<file path="config.mk">
export PLATFORM = sky130hd
export DESIGN_NAME = difftest_step_batcher
export DESIGN_NICKNAME = d
export VERILOG_FILES = /design/src/rtl/difftest_step_pkg.sv /design/src/rtl/difftest_step_batcher_popcount.sv /design/src/rtl/difftest_step_batcher.sv
export SDC_FILE = /design/constraint.sdc
export NUM_CORES = 1
export LEC_CHECK = 0
export BUFFER_PORTS_ARGS = -buffer_cell sky130_fd_sc_hd__clkbuf_2
export CAP_MARGIN = 15
export CORE_MARGIN = 2
export CORE_UTILIZATION = 56
export CTS_CLUSTER_SIZE = 24
export DETAILED_ROUTE_END_ITERATION = 10
export GPL_TIMING_DRIVEN = 0
export PLACE_DENSITY = 0.86
export SKIP_LAST_GASP = 1
export SYNTH_ARGS = -nofsm -noshare
export SYNTH_HDL_FRONTEND = slang
export SYNTH_SLANG_ARGS = --single-unit
</file>
<file path="constraint.sdc">
create_clock -name clock -period 5.05 [get_ports clock]
set_clock_uncertainty 0.1 [all_clocks]
set_input_delay 0.7575 -clock clock [delete_from_list [all_inputs] [get_ports clock]]
set_output_delay 0.7575 -clock clock [all_outputs]
set_load 0.03 [all_outputs]
</file>
<file path="src/rtl/difftest_step_pkg.sv">
// Shared state encoding and default sizing for the difftest step batcher.
// Optional idle-timeout flush is enabled with DIFFTEST_STEP_TIMEOUT_EN.
package difftest_step_pkg;

   localparam int unsigned DEF_STEP_WIDTH = 8;
   localparam int unsigned DEF_NCOMMIT    = 6;
   localparam int unsigned DEF_BATCH_SIZE = 64;
   localparam int unsigned DEF_TIMEOUT    = 16;

   typedef enum logic [1:0] {
      ST_IDLE,
      ST_ACCUM,
      ST_HALT
   } step_state_e;

endpackage

</file>
<file path="src/rtl/difftest_step_batcher_popcount.sv">
// Combinational population count of the per-cycle commit valid bits.
module difftest_popcount #(
   parameter int unsigned NCOMMIT = 6,
   parameter int unsigned CNT_W   = $clog2(NCOMMIT + 1)
) (
   input  logic [NCOMMIT-1:0] commit_valid,
   output logic [CNT_W-1:0]   count
);

   always_comb begin
      count = '0;
      for (int unsigned i = 0; i < NCOMMIT; i++) begin
         count = count + CNT_W'(commit_valid[i]);
      end
   end

endmodule

</file>
<file path="src/rtl/difftest_step_batcher.sv">
// Batches committed instructions into difftest step pulses; trap forces a final flush.
// Define DIFFTEST_STEP_TIMEOUT_EN to flush partial batches after TIMEOUT idle cycles.
module difftest_step_batcher
   import difftest_step_pkg::*;
#(
   parameter int unsigned STEP_WIDTH = DEF_STEP_WIDTH,
   parameter int unsigned NCOMMIT    = DEF_NCOMMIT,
   parameter int unsigned BATCH_SIZE = DEF_BATCH_SIZE,
   parameter int unsigned TIMEOUT    = DEF_TIMEOUT
) (
   input  logic                  clock,
   input  logic                  reset,
   input  logic [NCOMMIT-1:0]    commit_valid,
   input  logic                  trap_valid,
   output logic [STEP_WIDTH-1:0] difftest_step,
   output logic                  halted,
   output logic [63:0]           total_steps
);

   localparam int unsigned CNT_W = $clog2(NCOMMIT + 1);
   localparam longint unsigned STEP_MAX = (64'd1 << STEP_WIDTH) - 64'd1;
   localparam logic [STEP_WIDTH-1:0] BATCH_THR = STEP_WIDTH'(BATCH_SIZE);

   // acc never exceeds BATCH_SIZE-1, so acc_next fits STEP_WIDTH when this holds.
   if ((64'(BATCH_SIZE) + 64'(NCOMMIT) - 64'd1 > STEP_MAX) || BATCH_SIZE == 0 || TIMEOUT == 0)
   begin : g_bad_params
      $error("difftest_step_batcher: illegal BATCH_SIZE/NCOMMIT/STEP_WIDTH/TIMEOUT");
   end

   step_state_e           state;
   logic [STEP_WIDTH-1:0] acc;
   logic [STEP_WIDTH-1:0] acc_next;
   logic [CNT_W-1:0]      n;
   logic                  batch_hit;
   logic                  timeout_hit;

   difftest_popcount #(
      .NCOMMIT (NCOMMIT),
      .CNT_W   (CNT_W)
   ) u_popcount (
      .commit_valid (commit_valid),
      .count        (n)
   );

   assign acc_next  = acc + STEP_WIDTH'(n);
   assign batch_hit = (acc_next >= BATCH_THR);

`ifdef DIFFTEST_STEP_TIMEOUT_EN
   localparam int unsigned IDLE_W = $clog2(TIMEOUT + 1);

   logic [IDLE_W-1:0] idle_cnt;
   logic [IDLE_W-1:0] idle_next;
   logic              idle_cycle;

   always_comb begin
      idle_cycle  = (state == ST_ACCUM) && (n == '0);
      idle_next   = idle_cycle ? idle_cnt + IDLE_W'(1) : '0;
      timeout_hit = idle_cycle && (idle_next == IDLE_W'(TIMEOUT));
   end

   always_ff @(posedge clock or negedge reset) begin
      if (!reset) begin
         idle_cnt <= '0;
      end else if (state == ST_HALT || trap_valid || batch_hit || timeout_hit) begin
         idle_cnt <= '0;
      end else begin
         idle_cnt <= idle_next;
      end
   end
`else
   assign timeout_hit = 1'b0;
`endif

   always_ff @(posedge clock or negedge reset) begin
      if (!reset) begin
         state         <= ST_IDLE;
         acc           <= '0;
         difftest_step <= '0;
         halted        <= 1'b0;
         total_steps   <= '0;
      end else begin
         difftest_step <= '0;
         case (state)
            ST_HALT: begin
               halted <= 1'b1;
            end
            default: begin
               // Trap wins over batch/timeout; its flush carries this cycle's commits.
               if (trap_valid) begin
                  difftest_step <= acc_next;
                  total_steps   <= total_steps + 64'(acc_next);
                  acc           <= '0;
                  halted        <= 1'b1;
                  state         <= ST_HALT;
               end else if (batch_hit || timeout_hit) begin
                  difftest_step <= acc_next;
                  total_steps   <= total_steps + 64'(acc_next);
                  acc           <= '0;
                  state         <= ST_IDLE;
               end else begin
                  acc   <= acc_next;
                  state <= (acc_next == '0) ? ST_IDLE : ST_ACCUM;
               end
            end
         endcase
      end
   end

endmodule

</file>
# Word level (Yosys, flattened, before mapping)

Cells that the tools add are included.
W data, S select, Z words.

Register bits: 83
Latch bits: 0
Bits in writable memories: 0
Bits in read-only memories: 0
Bits of input ports: 9
Output and inout bits: 73
Word-level logic and storage cells: 31
Memories: 0

Add/subtract/negate cells: 7
$mul: 0
Divide/modulo/power cells: 0
Magnitude comparators: 1
Equality and inequality tests: 1
Shifts and indexed selects: 0
Muxes and demuxes: 12
Bitwise operators: 1
Reduce and logical (&&, ||, !) cells: 4

Operators by type and width:

| cell                 | count |
|---|---|
| $mux W64             | 2 |
| $add A64 B8 Y64      | 1 |
| $mux W8              | 5 |
| $add A3 B1 Y3        | 4 |
| $add A8 B3 Y8        | 1 |
| $ge A8 B7 Y1 const B | 1 |
| $logic_not A8 Y1     | 1 |
| $mux W1              | 4 |
| $reduce_bool A2 Y1   | 2 |
| $add A1 B1 Y2        | 1 |
| $eq A2 B2 Y1 const B | 1 |
| $mux W2              | 1 |
| $reduce_and A2 Y1    | 1 |
| $not A1 Y1           | 1 |

# Depth between registers and ports, before layout

Word-level depth: 10
Depth in mapped cells: 20
Gate-level depth less buffers: 18

# Hierarchy

Synthesis repeated with hierarchy kept, for this count alone.

Cells, all modules: 432
Area total of the unflattened synthesis: 4403.0 µm²

By module, submodules not included:

| module                | instances | cells an instance | area each (µm²) | seq. area each (µm²) |
|---|---|---|---|---|
| difftest_step_batcher | 1         | 420               | 4300.4          | 2077.0 |
| difftest_popcount     | 1         | 12                | 102.6           | 0.0 |

# Least setup slack after synthesis

OpenSTA, ideal clock, no wires.

Path type: in2reg
Start point: in commit_valid[0]
End point: reg total_steps[37]
Library setup time: 0.138 ns
Data arrival time: 5.195 ns
Data required time: 4.812 ns
Slack: -0.383 ns
Stages on the path: 19
Buffers on the path: 2
Cells stage by stage: ha_1 inv_1 fa_1 fa_1 fa_1 inv_1 fa_1 a21o_1 nand2_1 xor2_1 inv_1 ha_1 a21o_1 a311oi_1 o21a_1 buf_2 buf_1 nor4_1 xor2_1

Cells in the longest elaborated chain, start to end: 9
Elaborated cells on any way between the ends: 12
Those cells by class: 7 x add/sub; 1 x order compare; 2 x mux; 2 x reduce/logical

Ends and longest elaborated chain:

| element                                         | RTL line                                                                              | source |
|---|---|---|
| from (decl)                                     | difftest_step_batcher.sv:13                                                           | `input logic [NCOMMIT-1:0] commit_valid,` |
| $add A1 B1 Y2 (*)                               | difftest_step_batcher_popcount.sv:13                                                  | `count = count + CNT_W'(commit_valid[i]);` |
| $add A3 B1 Y3 (*) (4 in a row)                  | difftest_step_batcher_popcount.sv:13                                                  |  |
| $add A8 B3 Y8 (*)                               | difftest_step_batcher.sv:45                                                           | `assign acc_next = acc + STEP_WIDTH'(n);` |
| $add A64 B8 Y64 or $ge A8 B7 Y1 (tied branches) | difftest_step_batcher.sv:91, difftest_step_batcher.sv:97, difftest_step_batcher.sv:46 |  |
| $mux W64 or $reduce_bool A2 Y1 (tied branches)  | n/a                                                                                   |  |
| $mux W64 or $reduce_and A2 Y1 (tied branches)   | n/a                                                                                   |  |
| to (signal assigned)                            | difftest_step_batcher.sv:91                                                           | `total_steps <= total_steps + 64'(acc_next);` |
| to (signal assigned)                            | difftest_step_batcher.sv:97                                                           | `total_steps <= total_steps + 64'(acc_next);` |
| to (decl)                                       | difftest_step_batcher.sv:17                                                           | `output logic [63:0] total_steps` |

Mark *: on every way between the ends. The rest lies on a longest branch, timed or not. The select of a mux whose other input is x is not followed.
A chain may end at the register's enable or synchronous reset.

# Worst setup path in the final report

Start point: in commit_valid[0]
End point: reg total_steps[36]

Same word-level chain as after synthesis.

==> reports/results.ini <==
[grt]
antenna_found_initial = 0
grt_pass1_wl_microns = 17500
grt_pass1_vias = 3662
overflow = 0
grt_max_degree = 63
grt_usage = 0.261

[cts]
cts_tree = done
clk_pin_slew_worst_paths_ps = 80
holdBufCountCts = 0
clk_path_buf_depth = 2
clk_latency_ps = 360
clock_sinks = 83
cts_buffers = 9
h-tree-depth = 3
cts_root_buffer = clkbuf_8

[die]
core-area_sq_um = 7610
fp.dieH_microns = 92.0
boundaryPins = 82
dieArea_sq_um = 8460
initial_utilization = 0.570
core.rowCount = 32
fp.dieW_microns = 92.0

[route]
vias = 3793
drt-wirelength-per-cell_microns = 18.5
final_antenna_net_count = 0
drt_pre_antenna_iters = 5
drt-total-wl_microns = 11800
routed_via_density = 5.97
remaining_drc_errors = 0
first_iter_violations = 208

[timing]
min_period_ps = 4950
worstMarginPinSlew_ps = 798
max_freq_ghz = 0.202
slew_headroom = 0.463
rsz0062_at_grt = yes
setup_viol = 0
hold_viol = 0
fin_crit_sh = 0.980
final-max-slew-violation-count = 0
fin_setup_tns_ps = 0

[worst_setup_path]
crit_type = primary input to flip-flop
slowest_delay_ps = 490
path_max_fanout = 10
crit_family = adder cells
endpoint_kind = flip-flop
worstPathCellList = clkbuf_2, ha_1, inv_1, fa_1, fa_1, fa_1, inv_1, ha_1, nand3_4, a21oi_4, xnor2_2, inv_1, ha_2, and3_1, a221oi_4, o21a_2, buf_6, nor4_2, xor2_1
required_ps = 5240
cp_slowest_cell = fa_1
crit_arrival_ps = 5140
crit_path_start_kind = primary input
cp_num_buf_inv = 5

[logic_synthesis]
synth_top_cell_area_share = 0.479
synthCells = 426
synth_flop_cell = dfrtp_1
synth-edff-count = 0
ys_seq_area_frac = 0.479
synth_fp_nets = 454
yosys-top-cells-area = dfrtp_1 (48%), xor2_1 (9.1%), xnor2_1 (4.9%), nand2_1 (4.3%), nor4_1 (4.3%)
synth_seq_cells = 83
yosysWarnings = 0
synth_top_cell_by_area = dfrtp_1
ys_async_sr_fraction = 1.00
ys_top_cells_by_count = dfrtp_1 (83), nand2_1 (50), xor2_1 (45)
ys_types = 42
syn_area_sq_um = 4330
syn_avg_cell_area_sq_um = 10.2
synth_most_common_cell = dfrtp_1

[pwr]
vdd_drop_max_v = 0.000187
p_leak_uw = 0.00277
p_per_area_nw_per_um2 = 384

[place]
dp.cells = 610
io_buffers = 81
gp_congestion = 0.883
place_hpwl_microns = 7550

[final_layout]
fin_cells = 635
synthToLayoutAreaGrowth_pct = 28.6
antenna_cells = 0
drive_gt1_frac = 0.311
fin_nets = 556

[status]
status = completed

[run]
cap_viol_max_count = 0

[hold_path]
hp-class = primary input to async pin

-- area by class of cell --
| class | instances | area [sq um] |
|---|---|---|
| well taps | 102 | 128 |
| clock buffers | 13 | 179 |
| repair buffers | 91 | 503 |
| clock inverters | 3 | 43.8 |
| inverters | 20 | 75.1 |
| flip-flops and latches | 83 | 2080 |
| fillers | 506 | 2030 |
| multi-input cells | 309 | 2470 |
| plain buffers | 14 | 95.1 |
-- power breakdown --
group | internal, uW | leakage, uW | switching (uW)
combinational | 318 | 0.00153 | 508
clock | 283 | 0.000116 | 242
sequential | 722 | 0.00112 | 68.6
total | 1320 | 0.00277 | 819
-- metrics by stage --
stage / setup slack, ps / utilization / hold slack (ps) / total power, uW / instance area (sq um)
after global routing: -73.9 / 0.733 / 230 / 2250 / 5570
final: 102 / 0.733 / 212 / 2140 / 5570
after detailed placement: -684 / 0.649 / 360 / 1470 / 4930
after floorplan: 8.74 / - / 362 / 1280 / 4370
after global placement: -477 / 0.645 / 360 / 1420 / 4900
after CTS: -14.5 / 0.690 / 226 / 2030 / 5250
-- layout by cell type, fill, tap and decap left out, types with 6 or more instances in the layout --
cell type,count
nand2_1,49
ha_1,9
xor2_1,43
nand3_1,23
and3_1,6
nor2_1,13
clkbuf_2,80
dfrtp_1,83
nor4_1,15
nor3_1,13
and2_1,8
clkbuf_8,13
o21ai_0,9
buf_4,10
nor4_2,12
xnor2_1,21
nand4_1,21
inv_1,19
-- cell families (layout without fill, tap and decap cells) --
group	Yosys count	after routing	share of synthesized area
xor+xnor	69	69	0.139
fa+ha+maj	19	19	0.0635
simple gates	188	188	0.237
compound gates	33	33	0.0491
flops	83	83	0.479
buf+inv	34	141	0.0318
-- sequential cells by signal (all words and copies together), names as in the netlist --
register	count
halted	1
total_steps	64
acc	8
difftest_step	8
state	2
-- worst paths after layout --
path,start,end,slack [ps],cells after the start
max in group asynchronous,reset,total_steps[51],4020,2
hold reg to reg,halted,halted,380,1
setup / recovery,commit_valid[0],total_steps[36],100,19
setup reg to reg,acc[0],total_steps[36],1660,13
min in group clock,halted,halted,380,1
hold / removal,reset,total_steps[1],210,1
-- layer usage --
layer / wire, microns / GRT usage
met5: 0 / 0
met2: 6060 / 0.428
met1: 4710 / 0.340
met3: 683 / 0.0386
met4: 298 / 0.128
-- timing repair --
item | in CTS | in global routing
buffers inserted | 3 | 6
pin swaps | 3 | 9
gates resized for setup | 13 | 51
endpoints found under the setup margin | 48 | 56
No activity file was read; power rests on OpenSTA's default activity.
